File: config.mk
export PLATFORM = sky130hd
export DESIGN_NAME = down_counter
export DESIGN_NICKNAME = d
export VERILOG_FILES = /design/src/rtl/down_counter.sv
export SDC_FILE = /design/constraint.sdc
export NUM_CORES = 1
export LEC_CHECK = 0
export ABC_AREA = 1
export CAP_MARGIN = 20
export CORE_AREA = 2 2 39 41
export DETAILED_ROUTE_END_ITERATION = 16
export DIE_AREA = 0 0 41 43
export MAX_ROUTING_LAYER = met4
export SYNTH_ARGS = -nofsm -noshare
export SYNTH_HDL_FRONTEND = slang
export SYNTH_SLANG_ARGS = --single-unit
File: constraint.sdc
create_clock -name clk -period 1.5 [get_ports clk]
set_input_delay 0.3 -clock clk [delete_from_list [all_inputs] [get_ports clk]]
set_output_delay 0.3 -clock clk [all_outputs]
set_load 0.05 [all_outputs]
File: src/rtl/down_counter.sv
// Loadable down-counter/timer with a one-cycle terminal-count pulse on expiry.
// Define DOWN_COUNTER_RELOAD_EN to build the reload register and honour auto_reload.
module down_counter #(
  parameter int WIDTH = 4
) (
  input  logic             clk,
  input  logic             reset,
  input  logic             load,
  input  logic [WIDTH-1:0] load_value,
  input  logic             enable,
  input  logic             abort,
  input  logic             auto_reload,
  output logic [WIDTH-1:0] count,
  output logic             busy,
  output logic             zero,
  output logic             tc_pulse
);

  typedef enum logic {
    IDLE = 1'b0,
    RUN  = 1'b1
  } state_t;

  localparam logic [WIDTH-1:0] ONE = WIDTH'(1);

  state_t           state;
  state_t           state_nxt;
  logic [WIDTH-1:0] count_nxt;
  logic             tc_nxt;
  logic             reload_act;
  logic [WIDTH-1:0] reload_src;

`ifdef DOWN_COUNTER_RELOAD_EN
  logic [WIDTH-1:0] reload_val;
  logic [WIDTH-1:0] reload_nxt;

  assign reload_act = auto_reload;
  assign reload_src = reload_val;
`else
  logic unused_auto_reload;

  assign unused_auto_reload = auto_reload;
  assign reload_act         = 1'b0;
  assign reload_src         = '0;
`endif

  // Next-state decode: abort beats load, load beats the count step.
  always_comb begin
    state_nxt = state;
    count_nxt = count;
    tc_nxt    = 1'b0;
`ifdef DOWN_COUNTER_RELOAD_EN
    reload_nxt = reload_val;
`endif
    if (abort) begin
      state_nxt = IDLE;
    end else if (load) begin
      count_nxt = load_value;
      if (load_value == '0) begin
        // A zero load expires at once and never arms a reload.
        state_nxt = IDLE;
        tc_nxt    = 1'b1;
      end else begin
        state_nxt = RUN;
`ifdef DOWN_COUNTER_RELOAD_EN
        reload_nxt = load_value;
`endif
      end
    end else if (state == RUN && enable) begin
      if (count > ONE) begin
        count_nxt = count - ONE;
      end else if (count == ONE) begin
        tc_nxt = 1'b1;
        if (reload_act) begin
          count_nxt = reload_src;
        end else begin
          count_nxt = '0;
          state_nxt = IDLE;
        end
      end else begin
        state_nxt = IDLE;
      end
    end
  end

  always_ff @(posedge clk or posedge reset) begin
    if (reset) begin
      state    <= IDLE;
      count    <= '0;
      tc_pulse <= 1'b0;
    end else begin
      state    <= state_nxt;
      count    <= count_nxt;
      tc_pulse <= tc_nxt;
    end
  end

`ifdef DOWN_COUNTER_RELOAD_EN
  always_ff @(posedge clk or posedge reset) begin
    if (reset) begin
      reload_val <= '0;
    end else begin
      reload_val <= reload_nxt;
    end
  end
`endif

  assign busy = (state == RUN);
  assign zero = (count == '0);

endmodule
==> metrics.md, run 1 <==
| Metric | Value |
|---|---|
| WL met1 | `474 µm` |
| Critical path startpoint category | `flop` |
| # hold bufs at CTS | `0` |
| DR DRC count | `0` |
| Critical path cell sequence | `inv_4, ha_4, nor3b_4, buf_12` |
| Chip width | `around 40 µm` |
| Slowest cell delay on critical path | `~0.42 ns` |
| Leakage power | `a little under 0.4 nW` |
| R2r worst-path depth | `7` |
| RSZ-0062 raised after global routing | `yes` |
| Initial antenna violation count | `0` |
| Arrival @ worst endpoint | `between 1 and 1.5 ns` |
| Clock buffer count from CTS | `3` |
| Vias in the first global route | `455` |
| Post-synthesis sequential element count | `6` |
| Total die area | `1760 µm²` |
| I/O pin cnt | `17` |
| Main combinational cell family by area after synthesis | `simple AND/OR/NAND/NOR gates` |
| Syn Nets | `between 70 and 80` |
| Critical path's slowest cell | `dfrtp_2` |
| Global-route wire length before repair | `around 1.8 mm` |
| Worst-margin pin slew | `approximately 0.34 ns` |
| Met2 wire length | `roughly 450 µm` |
| Area grow syn2layout | `77.9%` |
| Post-synthesis mux area share | `0` |
| Total track usage | `0.162` |
| Clock Path Buffers | `2` |
| VDD IR max | `approximately 0.66 mV` |
| Cells after Synth | `between 60 and 70` |
| Largest net degree at the start of global routing | `7` |
| FP Rows | `14` |
| Slew HR | `0.773` |
| DRT Pass-1 Iters | `4` |
| Max cap viols | `0` |
| N_diodes | `0` |
| Crit. End Element | `output pin` |
| Fin Hold WS | `0.265 ns` |
| Minimum clock period | `~1.5 ns` |
| Die Y | `about 43 µm` |
| Final Hold Fails | `0` |
| Simple-gate share of the synthesized area | `0.378` |
| Synth Area in Adders | `0.0829` |
| Distinct cells, synth | `21` |
| Post-route ant nets | `0` |
| Top Layer Used | `met4` |
| Port buffer count | `15` |
| Final Max Tran Viols | `0` |
| CTS Root Buffer Type | `clkbuf_4` |
| DP HPWL | `about 800 µm` |
| DP Worst Slack | `approximately 0.045 ns` |
| Final Setup Violations | `1` |
| Clk_skew | `between 0.01 and 0.015 ns` |
| Pwr per Cell Area | `between 2000 and 2500 nW/µm²` |
| Initial Util | `0.327` |
| Metal3 WL | `37 µm` |
| XOR/XNOR Fraction of Synth Area | `0.0193` |
| Worst EP required | `roughly 1.2 ns` |
| Syn avg cell area | `about 7.2 µm²` |
| Run status | `finished, violations left` |
| Core region area | `approximately 1400 µm²` |
| Seq/Total Area, Yosys | `0.331` |
| Vias | `492` |
| TritonCTS clock tree | `done` |
| Wire per inst | `approximately 9.4 µm` |
| Clock transition at the registers of the reported paths | `0.06 ns` |
| Gr ovfl total | `0` |
| Failing checks | `setup timing` |
| CP Max Fanout | `2` |
| Final WL | `approximately 990 µm` |
| Worst Hold Class | `primary input to asynchronous set/reset pin` |
| Share of cells above drive strength 1 | `0.337` |
| H-tree lvl count | `1` |
| Final #Nets | `~100` |
| 1st-iter DRT viols | `2` |
| Yosys Warn Count | `0` |
| Clk sinks | `6` |
| Routed vias/inst | `4.69` |
| Post-Synthesis Cell Area | `~450 µm²` |
| Worst-Skew Late Latency | `0.25 ns` |
| WS Path Type | `flop to output pin` |
| Fmax | `659 MHz` |
| Fin worst setup slack | `-0.0181 ns` |
| Area fraction in compound gates after synthesis | `0.113` |
| Fin Setup TNS | `-0.0181 ns` |
| Final Cycle Share | `1.01` |
| RD Place Congestion | `between 0.7 and 0.8` |
state kept, by name, indices dropped and copies added, names as in the netlist:
name and cells:
busy 1, count 4, tc_pulse 1
power breakdown:
group	switching [mW]	leakage, nW	internal [mW]	total (mW)
combinational	0.612	0.301	0.598	1.21
clock	0.0679	0.0150	0.101	0.169
sequential	0.105	0.0741	0.222	0.328
total	0.785	0.390	0.922	1.71
worst max-delay path, delay by kind of cell, from the launching register on:
kind / cells / cell delay, ns
DFF: 1 / 0.42
adders and majority gates: 1 / 0.12
buffers and inverters: 2 / 0.23
and+or+nand+nor: 1 / 0.20
worst paths after layout:
check | from | end | slack, ns
max | count[1] | zero | -0.02
min | reset | count[3] | 0.26
max reg2reg | count[0] | count[3] | 0.09
min reg2reg | busy | busy | 0.60
max in group asynchronous | reset | count[0] | 1.01
min in group clk | busy | busy | 0.60
metrics by stage:
stage	cell area, µm²	util	power, mW	cells
detailed placement	737	0.533	1.43	96
floorplan	482	-	0.974	63
global route	806	0.582	1.83	105
CTS	796	0.575	1.69	104
global placement	737	0.533	1.41	96
finish	806	0.582	1.71	105
synth_stat cells:
cell type	instances	area, µm²
a211oi_1	1	7.51
o21ai_2	1	8.76
inv_2	1	3.75
nor2_4	1	11.3
nor3b_1	1	7.51
a21oi_1	1	5.00
ha_1	3	37.5
o21ai_0	1	5.00
nand2_1	21	78.8
o21ai_1	2	10.0
o21bai_1	1	7.51
nand3b_1	2	15.0
xnor2_1	1	8.76
nor2_1	5	18.8
nand2_2	1	6.26
inv_1	8	30.0
nand3_1	3	15.0
nor2_2	1	6.26
o211ai_1	1	7.51
dfrtp_1	6	150
nand4_2	1	12.5
final cells by class:
type                    instances  area [µm²]
clock buffers                   4        26.3
fillers                       127         578
inverters                       9        38.8
multi-input cells              48         295
flip-flops and latches          6         153
well taps                      16        20.0
repair buffers                 22         273
routing by layer:
layer / global-route usage / up-vias
met2: 0.213 / 16
met5: - / -
met1: 0.220 / 215
met3: 0.0157 / 4
li1: - / 257
met4: 0.120 / 0
layout by cell type, fill, tap and decap left out, types with 2 or more instances in the layout:
cell type / count
buf_12: 7
buf_4: 7
clkbuf_4: 3
clkdlybuf4s50_1: 8
dfrtp_1: 4
dfrtp_2: 2
inv_1: 6
inv_4: 2
nand2_1: 21
nand3_1: 3
nand3b_1: 2
nor2_1: 5
o21ai_1: 2
cell families after synthesis:
kind of cell	count (synthesis)
AO/OA/AOI/OAI	8
XOR/XNOR	1
adder cells (fa/ha/maj)	3
buffers and inverters	9
flip-flops	6
AND/OR/NAND/NOR	36
what timing repair did:
action / CTS / global route
hold endpoints to repair: 0 / 0
pin swaps: 0 / 1
resized for setup: 1 / 1
setup endpoints to repair: 1 / 3
buffers inserted: 4 / 1
No activity file was read; power rests on OpenSTA's default activity.
==> run 2, diff against run 1 <==
Settings changed: SETUP_SLACK_MARGIN from default to 0.1.
==> run 2 against run 1 <==
The run still ends with setup timing left; clock power increased by 4%; fmax decreased by 1.3%; final area increased by 3.7%; worst hold slack improved by 0.0051 ns; non-clock buffer count unchanged; wire length increased by 4.8%; count of clock-buffer cells in the layout unchanged; total power increased by 6.0%; final cell count unchanged; combinational power increased by 8%; clock skew about the same; sequential power about the same.
==> metrics.md, run 2 (synthesis gave the netlist of run 1 again) <==
| Metric | Value |
|---|---|
| Worst Hold Class | `primary input to asynchronous set/reset pin` |
| Clock Path Buffers | `2` |
| Fin Setup TNS | `-0.0385 ns` |
| Clk sinks | `6` |
| Share of cells above drive strength 1 | `0.348` |
| Final Cycle Share | `1.03` |
| Top reg by flops | `count` |
| TritonCTS clock tree | `done` |
| Die Y | `approximately 43 µm` |
| Metal3 WL | `35 µm` |
| Final Max Tran Viols | `0` |
| Global-route wire length before repair | `approximately 1.9 mm` |
| RD Place Congestion | `approximately 0.77` |
| Initial antenna violation count | `0` |
| Critical path startpoint category | `flop` |
| Worst-Skew Late Latency | `~0.26 ns` |
| Total track usage | `0.167` |
| Core region area | `about 1400 µm²` |
| Fmax | `~650 MHz` |
| DRT Pass-1 Iters | `4` |
| Largest register FFs | `4` |
| Routed vias/inst | `approximately 4.7` |
| Leakage power | `~0.4 nW` |
| 1st-iter DRT viols | `2` |
| # hold bufs at CTS | `0` |
| Chip width | `about 41 µm` |
| VDD IR max | `roughly 0.85 mV` |
| Final Hold Fails | `0` |
| Vias | `496` |
| H-tree lvl count | `1` |
| Slowest cell delay on critical path | `0.42 ns` |
| Final WL | `about 1.0 mm` |
| DR DRC count | `0` |
| Worst EP required | `around 1.2 ns` |
| Failing checks | `setup timing` |
| Crit. End Element | `output pin` |
| DP HPWL | `~800 µm` |
| FP Rows | `14` |
| Critical path's slowest cell | `dfrtp_2` |
| Arrival @ worst endpoint | `1.24 ns` |
| Reg area | `roughly 150 µm²` |
| Clk_skew | `~0.01 ns` |
| Clock transition at the registers of the reported paths | `0.06 ns` |
| Design Power | `1.81 mW` |
| Top Layer Used | `met4` |
| Initial Util | `0.327` |
| Worst-margin pin slew | `roughly 0.35 ns` |
| Met2 wire length | `between 400 and 500 µm` |
| CTS Root Buffer Type | `clkbuf_4` |
| Max cap viols | `0` |
| Commonest non-fill, non-tap cell in the layout | `nand2_1` |
| Post-route ant nets | `0` |
| Area of the multi-input gates | `~330 µm²` |
| N_diodes | `0` |
| Critical path cell sequence | `inv_4, ha_4, nor3b_4, buf_12` |
| Final #Nets | `between 100 and 150` |
| Clock buffer count from CTS | `3` |
| WL met1 | `around 500 µm` |
| Final Setup Violations | `1` |
| Wire per inst | `9.85 µm` |
| Port buffer count | `15` |
| WS Path Type | `flop to output pin` |
| Slew HR | `0.766` |
| Gr ovfl total | `0` |
| Fillers | `approximately 120` |
| Fin worst setup slack | `-0.0385 ns` |
| Minimum clock period | `roughly 1.5 ns` |
| Total die area | `between 1500 and 2000 µm²` |
| Largest net degree at the start of global routing | `7` |
| Run status | `finished, violations left` |
| Area grow syn2layout | `84.5%` |
| Pwr per Cell Area | `about 2200 nW/µm²` |
| RSZ-0062 raised after global routing | `yes` |
| Commonest cells after routing, fill and taps aside | `nand2_1, clkdlybuf4s50_1, buf_12, buf_4, inv_1` |
| Vias in the first global route | `462` |
| CP Max Fanout | `2` |
| I/O pin cnt | `17` |
## run 2: area by class of cell
| class | instances | area share |
|---|---|---|
| Sequential cell | 6 | 0.183 |
| Inverter | 9 | 0.0464 |
| Timing Repair Buffer | 22 | 0.326 |
| Multi-Input combinational cell | 48 | 0.389 |
| Tap cell | 16 | 0.0240 |
| Clock buffer | 4 | 0.0314 |
## run 2: power breakdown
part / internal [mW] / leakage (nW) / switching, mW
Sequential: 0.222 / 0.0741 / 0.105
Clock: 0.102 / 0.0150 / 0.0743
Combinational: 0.647 / 0.304 / 0.660
Total: 0.971 / 0.393 / 0.839
## run 2: worst max-delay path, delay by kind of cell, from the launching register on
kind | cells | cell delay (ns)
DFF | 1 | 0.42
and+or+nand+nor | 1 | 0.21
adders and majority gates | 1 | 0.12
buffers and inverters | 2 | 0.23
## run 2: per-layer routing
layer | global-route usage | vias up
li1 | - | 256
met3 | 0.0157 | 5
met2 | 0.216 | 15
met5 | - | -
met1 | 0.235 | 220
met4 | 0.120 | 0
## run 2: repair_timing
action	CTS	global route
setup endpoints to repair	1	5
setup buffers	4	1
gates resized for setup	4	2
endpoints found under the hold margin	0	0
pin swaps	1	4
## run 2: through the flow
| step | utilization | cells | cell area (µm²) | setup slack, ns | hold WS, ns |
|---|---|---|---|---|---|
| finish | 0.604 | 105 | 836 | -0.0385 | 0.270 |
| global route | 0.604 | 105 | 836 | -0.0768 | 0.296 |
| CTS | 0.584 | 104 | 808 | -0.0380 | 0.284 |
| detailed placement | 0.533 | 96 | 737 | 0.0430 | 0.556 |
| global placement | 0.533 | 96 | 737 | 0.0558 | 0.543 |
| floorplan | - | 63 | 482 | -0.0469 | 0.0908 |
## run 2: path summary, 6_finish.rpt
path / startpoint / endpoint / slack [ns] / cells after the start
max: count[0] / zero / -0.04 / 4
min: reset / count[3] / 0.27 / 2
max reg2reg: count[1] / count[1] / 0.13 / 9
min reg2reg: busy / busy / 0.59 / 2
max in group asynchronous: reset / count[0] / 1.01 / 2
min in group clk: busy / busy / 0.59 / 2
==> run 3, diff against run 2 <==
Settings changed: CTS_CLUSTER_SIZE from default to 28, TNS_END_PERCENT from default to 10.
==> run 3 against run 2 <==
The run still ends with setup timing left; first-iteration DRC count rose to 4.0 times the previous value; via count fell by 2.6%; combinational power barely moved; global-route usage fell by 0.34 points.
==> metrics.md, run 3 (synthesis gave the netlist of run 1 again) <==
| Metric | Value |
|---|---|
| Top reg by flops | `count` |
| Clk sinks | `6` |
| Worst-Skew Late Latency | `~0.25 ns` |
| Top Layer Used | `met4` |
| Global-route wire length before repair | `about 1.9 mm` |
| Worst Hold Class | `primary input to asynchronous set/reset pin` |
| RSZ-0062 raised after global routing | `yes` |
| Fin worst setup slack | `-0.0173 ns` |
| 1st-iter DRT viols | `8` |
| Max cap viols | `0` |
| Area of the multi-input gates | `328 µm²` |
| Initial antenna violation count | `0` |
| Arrival @ worst endpoint | `around 1.2 ns` |
| H-tree lvl count | `1` |
| DRT Pass-1 Iters | `4` |
| RR Startpoint | `count[1]` |
| Clock Path Buffers | `2` |
| VDD IR max | `approximately 0.86 mV` |
| Final WL | `1.00 mm` |
| R2r setup slk | `between 0.1 and 0.15 ns` |
| Total track usage | `0.164` |
| Slew HR | `0.776` |
| Pwr per Cell Area | `between 2000 and 2500 nW/µm²` |
| Clock transition at the registers of the reported paths | `roughly 0.06 ns` |
| Wire per inst | `around 9.6 µm` |
| Leakage power | `slightly below 0.4 nW` |
| RD Place Congestion | `0.771` |
| Core region area | `around 1400 µm²` |
| I/O pin cnt | `17` |
| Clk_skew | `0.00978 ns` |
| FP Rows | `14` |
| Fmax | `~660 MHz` |
| TritonCTS clock tree | `done` |
| Vias | `around 480` |
| R2r worst-path depth | `8` |
| Minimum clock period | `~1.5 ns` |
| Reg area | `around 150 µm²` |
| N_diodes | `0` |
| WS Path Type | `flop to output pin` |
| Fillers | `120` |
| Post-route ant nets | `0` |
| Commonest non-fill, non-tap cell in the layout | `nand2_1` |
| Chip width | `41 µm` |
| Final Cycle Share | `1.01` |
| DR DRC count | `0` |
| Routed vias/inst | `4.64` |
| Crit. End Element | `output pin` |
| Met2 wire length | `474 µm` |
| Clock buffer count from CTS | `3` |
| Largest net degree at the start of global routing | `7` |
| Port buffer count | `15` |
| Placed cell count | `96` |
| Gr ovfl total | `0` |
| Initial Util | `0.327` |
| Final Max Tran Viols | `0` |
| R2r endpoint | `count[0]` |
| Worst-margin pin slew | `between 0.3 and 0.4 ns` |
| Failing checks | `setup timing` |
| Area grow syn2layout | `83.4%` |
| Vias in the first global route | `~450` |
| WL met1 | `462 µm` |
| CP Max Fanout | `2` |
| Final #Nets | `around 100` |
| Final Hold Fails | `0` |
| CTS Root Buffer Type | `clkbuf_4` |
| Commonest cells after routing, fill and taps aside | `nand2_1, clkdlybuf4s50_1, buf_12` |
| Worst EP required | `1.20 ns` |
| Metal3 WL | `roughly 45 µm` |
| Run status | `finished, violations left` |
| Fin Setup TNS | `-0.0173 ns` |
| Total die area | `about 1800 µm²` |
| Die Y | `roughly 43 µm` |
| Share of cells above drive strength 1 | `0.352` |
| Final cell count without fillers | `between 100 and 150` |
| DP HPWL | `about 800 µm` |
| Critical path startpoint category | `flop` |
| Final Setup Violations | `1` |
| Largest register FFs | `4` |
-- run 3: cell types whose count changed in the layout (fill, tap and decap cells not counted) --
cell     before  now
buf_4         7    6
nand2_1      21   20
nand2_2       1    2
-- run 3: repair_timing --
item / CTS / global route
endpoints found under the setup margin: 1 / 5
hold buffers: 0 / 0
hold endpoints to repair: 0 / 0
gates resized for setup: 4 / 3
pin swaps: 1 / 5
buffers inserted: 4 / 0
-- run 3: cell type report --
cell class,count,share of cell area
repair buffers,21,0.319
well taps,16,0.0241
clock buffers,4,0.0316
multi-input cells,48,0.395
flip-flops and latches,6,0.184
inverters,9,0.0467
-- run 3: report_power, final --
part,total (mW),switching (mW),internal [mW]
clock,0.171,0.0699,0.102
sequential,0.326,0.104,0.222
combinational,1.29,0.656,0.629
-- run 3: metal layers --
metal  track usage  vias up
met5             -        -
met4         0.120        0
met3        0.0157        2
met2         0.216       19
met1         0.223      211
li1              -      251
-- run 3: worst max path at each step --
stage / to / slack (ns) / startpoint / depth (start not counted)
floorplan: zero / -0.05 / count[1] / 3
global placement: count[0] / 0.06 / load / 6
detailed placement: count[0] / 0.05 / load / 6
CTS: zero / -0.03 / count[1] / 4
global route: zero / -0.07 / count[1] / 4
finish: zero / -0.02 / count[1] / 4
-- run 3: per-stage QoR --
step | hold slack, ns | utilization | power (mW) | worst slack [ns] | cell area, µm²
2_1_floorplan | 0.0908 | - | 0.974 | -0.0469 | 482
4_1_cts | 0.274 | 0.584 | 1.73 | -0.0336 | 808
3_5_place_dp | 0.548 | 0.533 | 1.43 | 0.0451 | 737
6_report | 0.265 | 0.600 | 1.78 | -0.0173 | 831
5_1_grt | 0.288 | 0.600 | 1.90 | -0.0667 | 831
3_3_place_gp | 0.544 | 0.533 | 1.41 | 0.0565 | 737
-- run 3: critical path: stages, from the launching register on --
cell     delay [ns]
dfrtp_2        0.42
inv_4          0.07
ha_4           0.12
nor3b_4        0.20
buf_12         0.16
